===== src/rtl/pci_bus_arbiter.sv =====
// Round-robin PCI bus arbiter: one-hot active-low grants, turnaround gap, unused-grant timeout.
// Optional bus parking on the last owner is enabled by defining ARB_BUS_PARK_EN.
module pci_bus_arbiter #(
  parameter int NUM_MASTERS = 4,
  parameter int GNT_TIMEOUT = 16,
  parameter int MW          = 2
) (
  input  logic                   CLK,
  input  logic                   RSTn,
  input  logic [NUM_MASTERS-1:0] REQn,
  input  logic                   FRAMEn,
  input  logic                   IRDYn,
  output logic [NUM_MASTERS-1:0] GNTn,
  output logic [MW-1:0]          CUR_MASTER,
  output logic                   BUS_IDLE,
  output logic                   ARB_TIMEOUT
);

  localparam int CW = $clog2(GNT_TIMEOUT + 1);

  typedef enum logic [2:0] {
    IDLE,
    GNT_WAIT,
    BUSY,
`ifdef ARB_BUS_PARK_EN
    PARK,
`endif
    GAP
  } state_t;

  state_t          state;
  logic [MW-1:0]   rr_ptr;
  logic [CW-1:0]   cnt;
  logic [MW-1:0]   winner;
  logic            any_req;
  logic            bidle;

  function automatic logic [MW-1:0] next_idx(input logic [MW-1:0] i);
    return (int'(i) == NUM_MASTERS - 1) ? '0 : i + 1'b1;
  endfunction

  function automatic logic [NUM_MASTERS-1:0] onehot_low(input logic [MW-1:0] i);
    return ~(NUM_MASTERS'(1) << i);
  endfunction

  assign bidle = FRAMEn & IRDYn;

  // First requester found scanning upward from rr_ptr, wrapping at NUM_MASTERS.
  always_comb begin
    winner  = '0;
    any_req = 1'b0;
    for (int unsigned i = 0; i < NUM_MASTERS; i++) begin
      if (!any_req && !REQn[MW'((int'(rr_ptr) + i) % NUM_MASTERS)]) begin
        any_req = 1'b1;
        winner  = MW'((int'(rr_ptr) + i) % NUM_MASTERS);
      end
    end
  end

  always_ff @(posedge CLK) begin
    if (!RSTn) begin
      state       <= IDLE;
      GNTn        <= '1;
      CUR_MASTER  <= '0;
      BUS_IDLE    <= 1'b1;
      ARB_TIMEOUT <= 1'b0;
      rr_ptr      <= '0;
      cnt         <= '0;
    end else begin
      BUS_IDLE    <= bidle;
      ARB_TIMEOUT <= 1'b0;
      case (state)
        IDLE: begin
          if (bidle && any_req) begin
            GNTn       <= onehot_low(winner);
            CUR_MASTER <= winner;
            cnt        <= '0;
            state      <= GNT_WAIT;
          end
`ifdef ARB_BUS_PARK_EN
          else if (bidle) begin
            GNTn  <= onehot_low(CUR_MASTER);
            state <= PARK;
          end
`endif
        end
        GNT_WAIT: begin
          if (!FRAMEn) begin
            rr_ptr <= next_idx(CUR_MASTER);
            state  <= BUSY;
          end else if (REQn[CUR_MASTER]) begin
            GNTn  <= '1;
            state <= GAP;
          end else if (cnt == CW'(GNT_TIMEOUT - 1)) begin
            GNTn        <= '1;
            ARB_TIMEOUT <= 1'b1;
            rr_ptr      <= next_idx(CUR_MASTER);
            state       <= GAP;
          end else begin
            cnt <= cnt + 1'b1;
          end
        end
        BUSY: begin
          if (bidle) begin
            GNTn  <= '1;
            state <= GAP;
          end
        end
`ifdef ARB_BUS_PARK_EN
        // A parked owner may start directly; its own request turns the park into a timed grant.
        PARK: begin
          if (!FRAMEn) begin
            state <= BUSY;
          end else if ((~REQn & onehot_low(CUR_MASTER)) != '0) begin
            GNTn  <= '1;
            state <= GAP;
          end else if (!REQn[CUR_MASTER] && bidle) begin
            cnt   <= '0;
            state <= GNT_WAIT;
          end
        end
`endif
        GAP: state <= IDLE;
        default: begin
          GNTn  <= '1;
          state <= IDLE;
        end
      endcase
    end
  end

endmodule


===== config.mk =====
export PLATFORM = sky130hd
export DESIGN_NAME = pci_bus_arbiter
export DESIGN_NICKNAME = d
export VERILOG_FILES = /design/src/rtl/pci_bus_arbiter.sv
export SDC_FILE = /design/constraint.sdc
export NUM_CORES = 1
export LEC_CHECK = 0
export ABC_CLOCK_PERIOD_IN_PS = 2000
export CORE_MARGIN = 2
export CORE_UTILIZATION = 55
export DETAILED_ROUTE_END_ITERATION = 7
export DONT_BUFFER_PORTS = 1
export PLACE_DENSITY = 0.83
export SYNTH_ARGS = -nofsm -noshare
export SYNTH_HDL_FRONTEND = slang
export SYNTH_SLANG_ARGS = --single-unit

===== constraint.sdc =====
create_clock -name CLK -period 2 [get_ports CLK]
set_input_delay 0.1 -clock CLK [delete_from_list [all_inputs] [get_ports CLK]]
set_output_delay 0.1 -clock CLK [all_outputs]
set_load 0.005 [all_outputs]

==> results of run 1 <==
## final timing paths
path	from	endpoint	slack [ns]	cells after the start
worst max-delay path	CUR_MASTER[0]	cnt[2]	0.02	4
worst min-delay path	FRAMEn	ARB_TIMEOUT	0.04	2
worst max register to register	CUR_MASTER[0]	cnt[2]	0.02	4
worst min register to register	cnt[4]	cnt[4]	0.53	2
## worst max-delay path, delay by kind of cell, from the launching register on
family	cells	cell delay, ns
compound gates	1	0.13
mux	1	0.51
simple gates	2	0.91
flops	1	0.36
## placed cells by master, fill, tap and decap left out, types with 3 or more instances in the layout
cell,n
a21oi_1,7
a311oi_1,4
a31oi_1,5
a41oi_1,4
buf_4,12
clkbuf_4,3
dfxtp_1,15
ha_1,5
inv_1,5
nand2_1,7
nand2b_1,5
nand3_1,9
nor2_1,8
nor2b_1,3
nor3_1,4
o21ai_0,4
## area by class of cell
class                           instances  area [um2]
Fill cell                             136         520
Multi-Input combinational cell         98         721
Inverter                                5        18.8
Clock buffer                            3        22.5
Sequential cell                        17         345
Tap cell                               25        31.3
Clock inverter                          1        5.00
Timing Repair Buffer                   13         100
## cells by family (layout without fill, tap and decap cells)
logic type | Yosys count | in the layout | synth area share [%]
mux | 5 | 5 | 6.18
simple gates | 52 | 52 | 27.2
buf+inv | 7 | 22 | 3.21
fa+ha+maj | 7 | 7 | 8.31
compound gates | 34 | 34 | 22.8
flops | 17 | 17 | 32.3
## layer usage
layer  track usage, %  part of all wire (%)  up-vias
li1                 -                     -      504
met3             4.53                   7.4        9
met1             36.7                    43      488
met5                0                     0        -
met4             13.0                   2.8        0
met2             42.1                    47       52
## where the power goes
group	switching [mW]	leakage, nW	internal [mW]
clock network	0.117	0.0177	0.0747
registers	0.0397	0.139	0.383
logic	0.339	0.294	0.247
## timing repair
action / CTS / global route
endpoints found under the hold margin: 5 / 0
endpoints found under the setup margin: 5 / 4
buffers inserted: 1 / 0
gates resized for setup: 5 / 2
hold buffers: 1 / 0
pin swaps: 5 / 1
## metrics by stage
stage	power (mW)	utilization, %	hold slack [ns]	setup TNS, ns	cell area, um2
6_report	1.20	70.5	0.0406	0	1240
5_1_grt	1.29	70.5	0.0568	-0.0760	1240
4_1_cts	1.18	69.7	0.0346	0	1230
3_5_place_dp	0.969	65.8	0.198	-0.0421	1160
3_3_place_gp	0.943	65.8	0.194	0	1160
2_1_floorplan	0.796	-	0.173	-0.0700	1060
## Yosys cell counts (2+ instances only)
| cell | n | area, um2 |
|---|---|---|
| dfxtp_1 | 17 | 340 |
| nand3_1 | 9 | 45.0 |
| nor2_1 | 8 | 30.0 |
| a21oi_1 | 7 | 35.0 |
| ha_1 | 7 | 87.6 |
| nand2_1 | 7 | 26.3 |
| a31oi_1 | 5 | 31.3 |
| inv_1 | 5 | 18.8 |
| nand2b_1 | 5 | 31.3 |
| a311oi_1 | 4 | 35.0 |
| a41oi_1 | 4 | 35.0 |
| nor3_1 | 4 | 20.0 |
| o21ai_0 | 4 | 20.0 |
| and3_1 | 3 | 18.8 |
| nor2b_1 | 3 | 18.8 |
| and2_1 | 2 | 12.5 |
| mux2_2 | 2 | 22.5 |
| mux2i_1 | 2 | 20.0 |
| nand3b_1 | 2 | 15.0 |
| o21a_1 | 2 | 15.0 |
| or2_2 | 2 | 12.5 |
| or3_1 | 2 | 12.5 |
## sequential cells by signal, indices dropped and copies added, names as in the netlist
| register | flops |
|---|---|
| rr_ptr | 2 |
| ARB_TIMEOUT | 1 |
| BUS_IDLE | 1 |
| CUR_MASTER | 2 |
| GNTn | 4 |
| cnt | 5 |
| state | 2 |
==> results.sh, run 1 <==
export IMPL_cp_end_kind="register"
export IMPL_ys_seq_area_share_pct=32.3
export IMPL_port_buffers=0
export IMPL_fin_crit_sh_pct=98.8
export IMPL_place_gp_congestion=0.853
export IMPL_leakagePower_nw=0.451
export IMPL_clk_pin_slew_ns=0.10
export IMPL_syn_area_per_cell_um2=8.64
export IMPL_dr_pass1_iters=4
export IMPL_area_delta_synth_final_pct=18.1
export IMPL_skew_ns=0.00191
export IMPL_ys_warn_count=0
export IMPL_drive_gt1_share_pct=21.9
export IMPL_instances_no_fill=162
export IMPL_worst_ir_drop_vdd_mv=0.812
export IMPL_drc=0
export IMPL_placeableCoreArea_mm2=0.00176
export IMPL_relSlewSlack_pct=58.9
export IMPL_die_height_um=47.8
export IMPL_powerDensity_mw_per_mm2=966
export IMPL_antennaDiodeCount=0
export IMPL_cp_slowest_cell="mux4_2"
export IMPL_grt_setup_unrepaired="true"
export IMPL_grt_overflow=0
export IMPL_grt_usage_pct=27.2
export IMPL_clockBufferDepth=2
export IMPL_drv_cap=0
export IMPL_synth_seq_cells=17
export IMPL_syn_area_mm2=0.00105
export IMPL_grt_start_max_net_pins=16
export IMPL_synthArstFlopShare_pct=0
export IMPL_root_buffer="clkbuf_4"
export IMPL_cp_arrival_ns=2.21
export IMPL_place_ws_ns=-0.0160
export IMPL_syn_nets=137
export IMPL_setup_slack_ns=0.0240
export IMPL_die_width_um=47.8
export IMPL_synth_edf_count=0
export IMPL_synthFlopType="dfxtp_1"
export IMPL_worst_path_max_fanout=6
export IMPL_hold_viol=0
export IMPL_die_area_mm2=0.00228
export IMPL_pin_count=16
export IMPL_dp_hpwl_um=1930
export IMPL_start_util_pct=59.7
export IMPL_initialDrtViolationCount=50
export IMPL_htree_levels=1
export IMPL_setup_viol=0
export IMPL_period_needed_ns=1.98
export IMPL_clock_fmax_ghz=0.506
export IMPL_timing_hold_worst_class="in -> reg"
export IMPL_grt_pass1_vias=941
export IMPL_slew_viol_final=0
export IMPL_grt_pass1_wl_um=4290
export IMPL_nets=153
export IMPL_status="complete, no violations"
export IMPL_placementRows=15
export IMPL_syn_inst=122
export IMPL_antenna_found_initial=0
export IMPL_detail_route_antenna_nets=0
export IMPL_cts_buffers=3
export IMPL_place_inst=156
export IMPL_drt_wl_total_um=2750
export IMPL_clock_latency_ns=0.30
export IMPL_path_class="reg -> reg"
export IMPL_worstSetupStartpointType="register"
export IMPL_path_cells="mux4_2 > or3_4 > or4b_4 > a31oi_1"
export IMPL_worst_pin_slew_ns=0.617
export IMPL_cts_tree="done"
export IMPL_slowest_delay_ns=0.51
export IMPL_post_drt_via_cell_ratio=6.50
export IMPL_cts_num_sinks=17
export IMPL_crit_required_ns=2.23
export IMPL_num_vias=1053
export IMPL_avgRoutedWirePerCell_um=17.0
export IMPL_ys_types=38
No activity file was read; power rests on OpenSTA's default activity.
==> run 2, diff against run 1 <==
--- a/config.mk
+++ b/config.mk
@@ -10,7 +10,8 @@
 export CORE_UTILIZATION = 55
 export DETAILED_ROUTE_END_ITERATION = 7
 export DONT_BUFFER_PORTS = 1
-export PLACE_DENSITY = 0.83
+export PLACE_DENSITY = 0.77
+export SETUP_SLACK_MARGIN = 0.05
 export SYNTH_ARGS = -nofsm -noshare
 export SYNTH_HDL_FRONTEND = slang
 export SYNTH_SLANG_ARGS = --single-unit
==> results.sh, run 2 (synthesized netlist as in run 1, its figures left out) <==
export IMPL_dr_pass1_iters=4
export IMPL_clock_fmax_ghz=0.505
export IMPL_clockBufferDepth=2
export IMPL_worst_pin_slew_ns=0.598
export IMPL_seqCellArea_um2=345
export IMPL_worst_path_max_fanout=8
export IMPL_avgRoutedWirePerCell_um=15.3
export IMPL_port_buffers=0
export IMPL_drive_gt1_share_pct=17.0
export IMPL_whs_path_depth=1
export IMPL_skew_ns=0.00107
export IMPL_die_width_um=47.8
export IMPL_multi_input_area_um2=687
export IMPL_start_util_pct=59.7
export IMPL_status="finished, violations left"
export IMPL_grt_setup_unrepaired="true"
export IMPL_largest_reg_flops=5
export IMPL_antennaDiodeCount=0
export IMPL_grt_pass1_vias=910
export IMPL_placementRows=15
export IMPL_clock_latency_ns=0.28
export IMPL_initialDrtViolationCount=18
export IMPL_timing_hold_worst_class="in -> reg"
export IMPL_grt_usage_pct=24.0
export IMPL_fin_crit_sh_pct=99.0
export IMPL_antenna_found_initial=0
export IMPL_grt_pass1_wl_um=3910
export IMPL_cp_endpoint="cnt[2]"
export IMPL_num_vias=1023
export IMPL_fin_hold_ws_ns=-0.0436
export IMPL_violations="hold timing"
export IMPL_cp_end_kind="register"
export IMPL_worstHoldStart="RSTn"
export IMPL_slew_viol_final=0
export IMPL_worst_r2r_path_depth=4
export IMPL_post_cts_buffers=0
export IMPL_die_height_um=47.8
export IMPL_post_drt_via_cell_ratio=6.39
export IMPL_cts_hold_buffers_added=3
export IMPL_layout_common_cells="dfxtp_1, nand3_1, nor2_1, buf_4"
export IMPL_cts_num_sinks=17
export IMPL_crit_required_ns=2.21
export IMPL_largest_register="cnt"
export IMPL_mostFrequentLayoutCell="dfxtp_1"
export IMPL_period_needed_ns=1.98
export IMPL_worstSetupStartpointType="register"
export IMPL_htree_levels=1
export IMPL_die_area_mm2=0.00228
export IMPL_grt_overflow=0
export IMPL_cts_buffers=3
export IMPL_top_regs="cnt (5), GNTn (4)"
export IMPL_rrSetupSlack_ns=0.02
export IMPL_area_delta_synth_final_pct=13.8
export IMPL_place_gp_congestion=0.844
export IMPL_placeableCoreArea_mm2=0.00176
export IMPL_nets=151
export IMPL_root_buffer="clkbuf_4"
export IMPL_cp_arrival_ns=2.19
export IMPL_drt_wl_total_um=2450
export IMPL_setup_viol=0
export IMPL_r2r_end="cnt[2]"
export IMPL_leakagePower_nw=0.433
export IMPL_r2r_start="CUR_MASTER[0]"
export IMPL_cts_tree="done"
export IMPL_grt_start_max_net_pins=16
export IMPL_relSlewSlack_pct=60.1
export IMPL_clk_pin_slew_ns=0.10
export IMPL_powerDensity_mw_per_mm2=962
export IMPL_drv_cap=0
export IMPL_hold_viol=2
export IMPL_place_area_mm2=0.00114
export IMPL_path_class="reg -> reg"
export IMPL_fin_area_mm2=0.00120
export IMPL_detail_route_antenna_nets=0
export IMPL_dp_hpwl_um=1750
export IMPL_drc=0
export IMPL_pin_count=16
export IMPL_worst_ir_drop_vdd_mv=0.608
export IMPL_startpoint="CUR_MASTER[0]"
export IMPL_finalSetupTns_ns=0
export IMPL_nFillCells=148
run 2: worst min path at each step:
stage                     slack (ns)  endpoint
after floorplan                 0.17  BUS_IDLE
after global placement          0.18  BUS_IDLE
after detailed placement        0.18  BUS_IDLE
after CTS                      -0.06   GNTn[0]
after global routing           -0.06   GNTn[0]
final                          -0.04   GNTn[0]
run 2: area by class of cell:
cell class / instances / share of cell area, %
multi-input combinational: 98 / 57.3
inverter: 5 / 1.57
tap: 25 / 2.61
timing repair buffer: 11 / 7.52
sequential: 17 / 28.8
clock buffer: 4 / 2.19
run 2: per-layer routing:
metal | up-vias | global-route usage, % | wire length, um
li1 | 493 | - | -
met1 | 487 | 32.6 | 1090
met2 | 37 | 38.4 | 1130
met3 | 6 | 5.28 | 176
met4 | 0 | 6.49 | 47
met5 | - | 0 | 0
run 2: timing repair:
action / 4_1_cts / 5_1_grt
pin swaps: 1 / 2
hold endpoints to repair: 5 / 2
gates resized for setup: 1 / 1
cloned: 0 / 0
endpoints found under the setup margin: 2 / 9
run 2: power by group:
part | internal [mW] | switching (mW) | leakage (nW)
sequential | 0.383 | 0.0404 | 0.140
clock | 0.0772 | 0.108 | 0.0150
combinational | 0.219 | 0.325 | 0.278
total | 0.679 | 0.474 | 0.433
run 2: critical path: stages (launching register included):
cell	delay [ns]
dfxtp_4	0.36
mux4_2	0.52
or3_4	0.43
or4b_1	0.47
a31oi_1	0.13
run 2: per-stage QoR:
| step | hold slack [ns] | utilization [%] | setup slack, ns | power [mW] | cells |
|---|---|---|---|---|---|
| floorplan | 0.173 | - | -0.0685 | 0.796 | 122 |
| global placement | 0.178 | 64.5 | 0.0394 | 0.925 | 153 |
| CTS | -0.0613 | 67.8 | 0.0144 | 1.13 | 160 |
| detailed placement | 0.180 | 64.5 | 0.0241 | 0.947 | 153 |
| finish | -0.0436 | 67.9 | 0.0195 | 1.15 | 160 |
| global route | -0.0603 | 67.9 | -0.0551 | 1.23 | 160 |
==> run 3, diff against run 2 <==
--- a/config.mk
+++ b/config.mk
@@ -10,7 +10,7 @@
 export CORE_UTILIZATION = 55
 export DETAILED_ROUTE_END_ITERATION = 7
 export DONT_BUFFER_PORTS = 1
-export PLACE_DENSITY = 0.77
+export PLACE_DENSITY = 0.73
 export SETUP_SLACK_MARGIN = 0.05
 export SYNTH_ARGS = -nofsm -noshare
 export SYNTH_HDL_FRONTEND = slang
==> results.sh, run 3 (synthesized netlist as in run 1, its figures left out) <==
export IMPL_status="finished, violations left"
export IMPL_violations="hold timing"
export IMPL_dr_pass1_iters=4
export IMPL_start_util_pct=59.7
export IMPL_holdPathEnd="GNTn[0]"
export IMPL_worst_ir_drop_vdd_mv=0.672
export IMPL_pin_count=16
export IMPL_leakagePower_nw=0.462
export IMPL_slew_viol_final=0
export IMPL_relSlewSlack_pct=59.5
export IMPL_powerDensity_mw_per_mm2=943
export IMPL_layout_common_cells="dfxtp_1, buf_4, nand3_1, nor2_1"
export IMPL_drv_cap=0
export IMPL_nets=157
export IMPL_worst_path_dominant_cell_family="simple AND/OR/NAND/NOR gates"
export IMPL_fin_util_pct=70.8
export IMPL_cp_arrival_ns=2.20
export IMPL_clock_fmax_ghz=0.505
export IMPL_finalSetupTns_ns=0
export IMPL_grt_usage_pct=24.3
export IMPL_grt_pass1_vias=924
export IMPL_critPathBufInv=0
export IMPL_fin_area_mm2=0.00125
export IMPL_p_sw_share_pct=40.4
export IMPL_clk_pin_slew_ns=0.10
export IMPL_placeableCoreArea_mm2=0.00176
export IMPL_whs_path_depth=1
export IMPL_root_buffer="clkbuf_4"
export IMPL_grt_start_max_net_pins=16
export IMPL_r2r_start="CUR_MASTER[0]"
export IMPL_crit_required_ns=2.22
export IMPL_dp_hpwl_um=1760
export IMPL_clockBufferDepth=2
export IMPL_clock_latency_ns=0.29
export IMPL_worst_r2r_path_depth=4
export IMPL_avgRoutedWirePerCell_um=14.6
export IMPL_timing_hold_worst_class="in -> reg"
export IMPL_worst_path_max_fanout=5
export IMPL_largest_reg_flops=5
export IMPL_worst_pin_slew_ns=0.607
export IMPL_detail_route_antenna_nets=0
export IMPL_initialDrtViolationCount=52
export IMPL_fin_hold_ws_ns=-0.0724
export IMPL_die_area_mm2=0.00228
export IMPL_instances_no_fill=166
export IMPL_largest_register="cnt"
export IMPL_place_gp_congestion=0.838
export IMPL_die_height_um=47.8
export IMPL_cts_buffers=3
export IMPL_placementRows=15
export IMPL_place_area_mm2=0.00115
export IMPL_drc=0
export IMPL_drive_gt1_share_pct=22.0
export IMPL_startpoint="CUR_MASTER[0]"
export IMPL_skew_ns=0.00157
export IMPL_place_ws_ns=0.00759
export IMPL_fin_crit_sh_pct=99.1
export IMPL_setup_viol=0
export IMPL_cts_hold_buffers_added=3
export IMPL_mostFrequentLayoutCell="dfxtp_1"
export IMPL_period_needed_ns=1.98
export IMPL_place_inst=154
export IMPL_antennaDiodeCount=0
export IMPL_post_drt_via_cell_ratio=6.28
export IMPL_htree_levels=1
export IMPL_top_regs="cnt (5), GNTn (4)"
export IMPL_grt_setup_unrepaired="true"
export IMPL_antenna_found_initial=0
export IMPL_cp_slowest_cell="mux4_2"
export IMPL_grt_pass1_wl_um=3920
export IMPL_slowest_delay_ns=0.52
export IMPL_power_frac_comb_pct=48.5
export IMPL_path_class="reg -> reg"
export IMPL_cp_end_kind="register"
export IMPL_die_width_um=47.8
export IMPL_p_clk_share_pct=15.8
export IMPL_worstSetupStartpointType="register"
export IMPL_rrSetupSlack_ns=0.02
export IMPL_hold_viol=2
export IMPL_area_delta_synth_final_pct=18.5
export IMPL_path_cells="mux4_2 > or3_4 > or4b_4 > a31oi_1"
export IMPL_power_mw=1.18
export IMPL_seqPwrFrac_pct=35.7
export IMPL_worstHoldStart="RSTn"
export IMPL_grt_overflow=0
export IMPL_cts_tree="done"
export IMPL_num_vias=1042
export IMPL_port_buffers=0
export IMPL_r2r_end="cnt[2]"
export IMPL_internal_power_uw=702
export IMPL_setup_slack_ns=0.0183
export IMPL_cts_num_sinks=17
export IMPL_drt_wl_total_um=2420
export IMPL_p_sw_uw=476
run 3: cell count changes in the layout (fill, tap and decap cells not counted):
cell	previous run	this run
and3_1	3	2
or4b_4	0	1
and3_2	0	1
buf_4	8	14
or4b_1	1	0
run 3: layout make-up:
type,instances,area (um2)
clock buffer,4,26.3
fill,149,515
inverter,5,18.8
multi-input combinational,98,692
sequential,17,345
tap,25,31.3
timing repair buffer,17,135
run 3: worst max-delay path by stage:
stage                     slack, ns  cells past startpoint     end
final                          0.02                      4  cnt[2]
after floorplan               -0.07                      5  cnt[2]
after CTS                      0.02                      4  cnt[2]
after detailed placement      0.008                      4  cnt[2]
after global placement         0.04                      4  cnt[2]
after global routing          -0.04                      4  cnt[2]
run 3: power by group through the flow:
stage / Sequential, mW / Combinational [mW] / Clock (mW)
6_report: 0.420 / 0.572 / 0.186
5_1_grt: 0.428 / 0.627 / 0.199
4_1_cts: 0.421 / 0.543 / 0.192
3_5_place_dp: 0.428 / 0.528 / 0
3_3_place_gp: 0.426 / 0.516 / 0
2_1_floorplan: 0.424 / 0.372 / 0
run 3: what timing repair did:
item,4_1_cts,5_1_grt
gates resized for setup,1,3
pin swaps,1,1
endpoints found under the hold margin,5,2
setup endpoints to repair,2,8
setup buffers,3,2
run 3: worst register-to-register path: cells and delay by family, from the launching register on:
family | cells | cell delay (ns)
compound gates | 1 | 0.13
mux | 1 | 0.52
flops | 1 | 0.36
simple gates | 2 | 0.91
run 3: routing by layer:
metal	wire length [um]	GRT usage, %	vias up
met5	0	0	-
met4	60	10.8	0
met3	216	4.91	8
met2	1080	37.6	54
met1	1070	32.6	477
li1	-	-	503
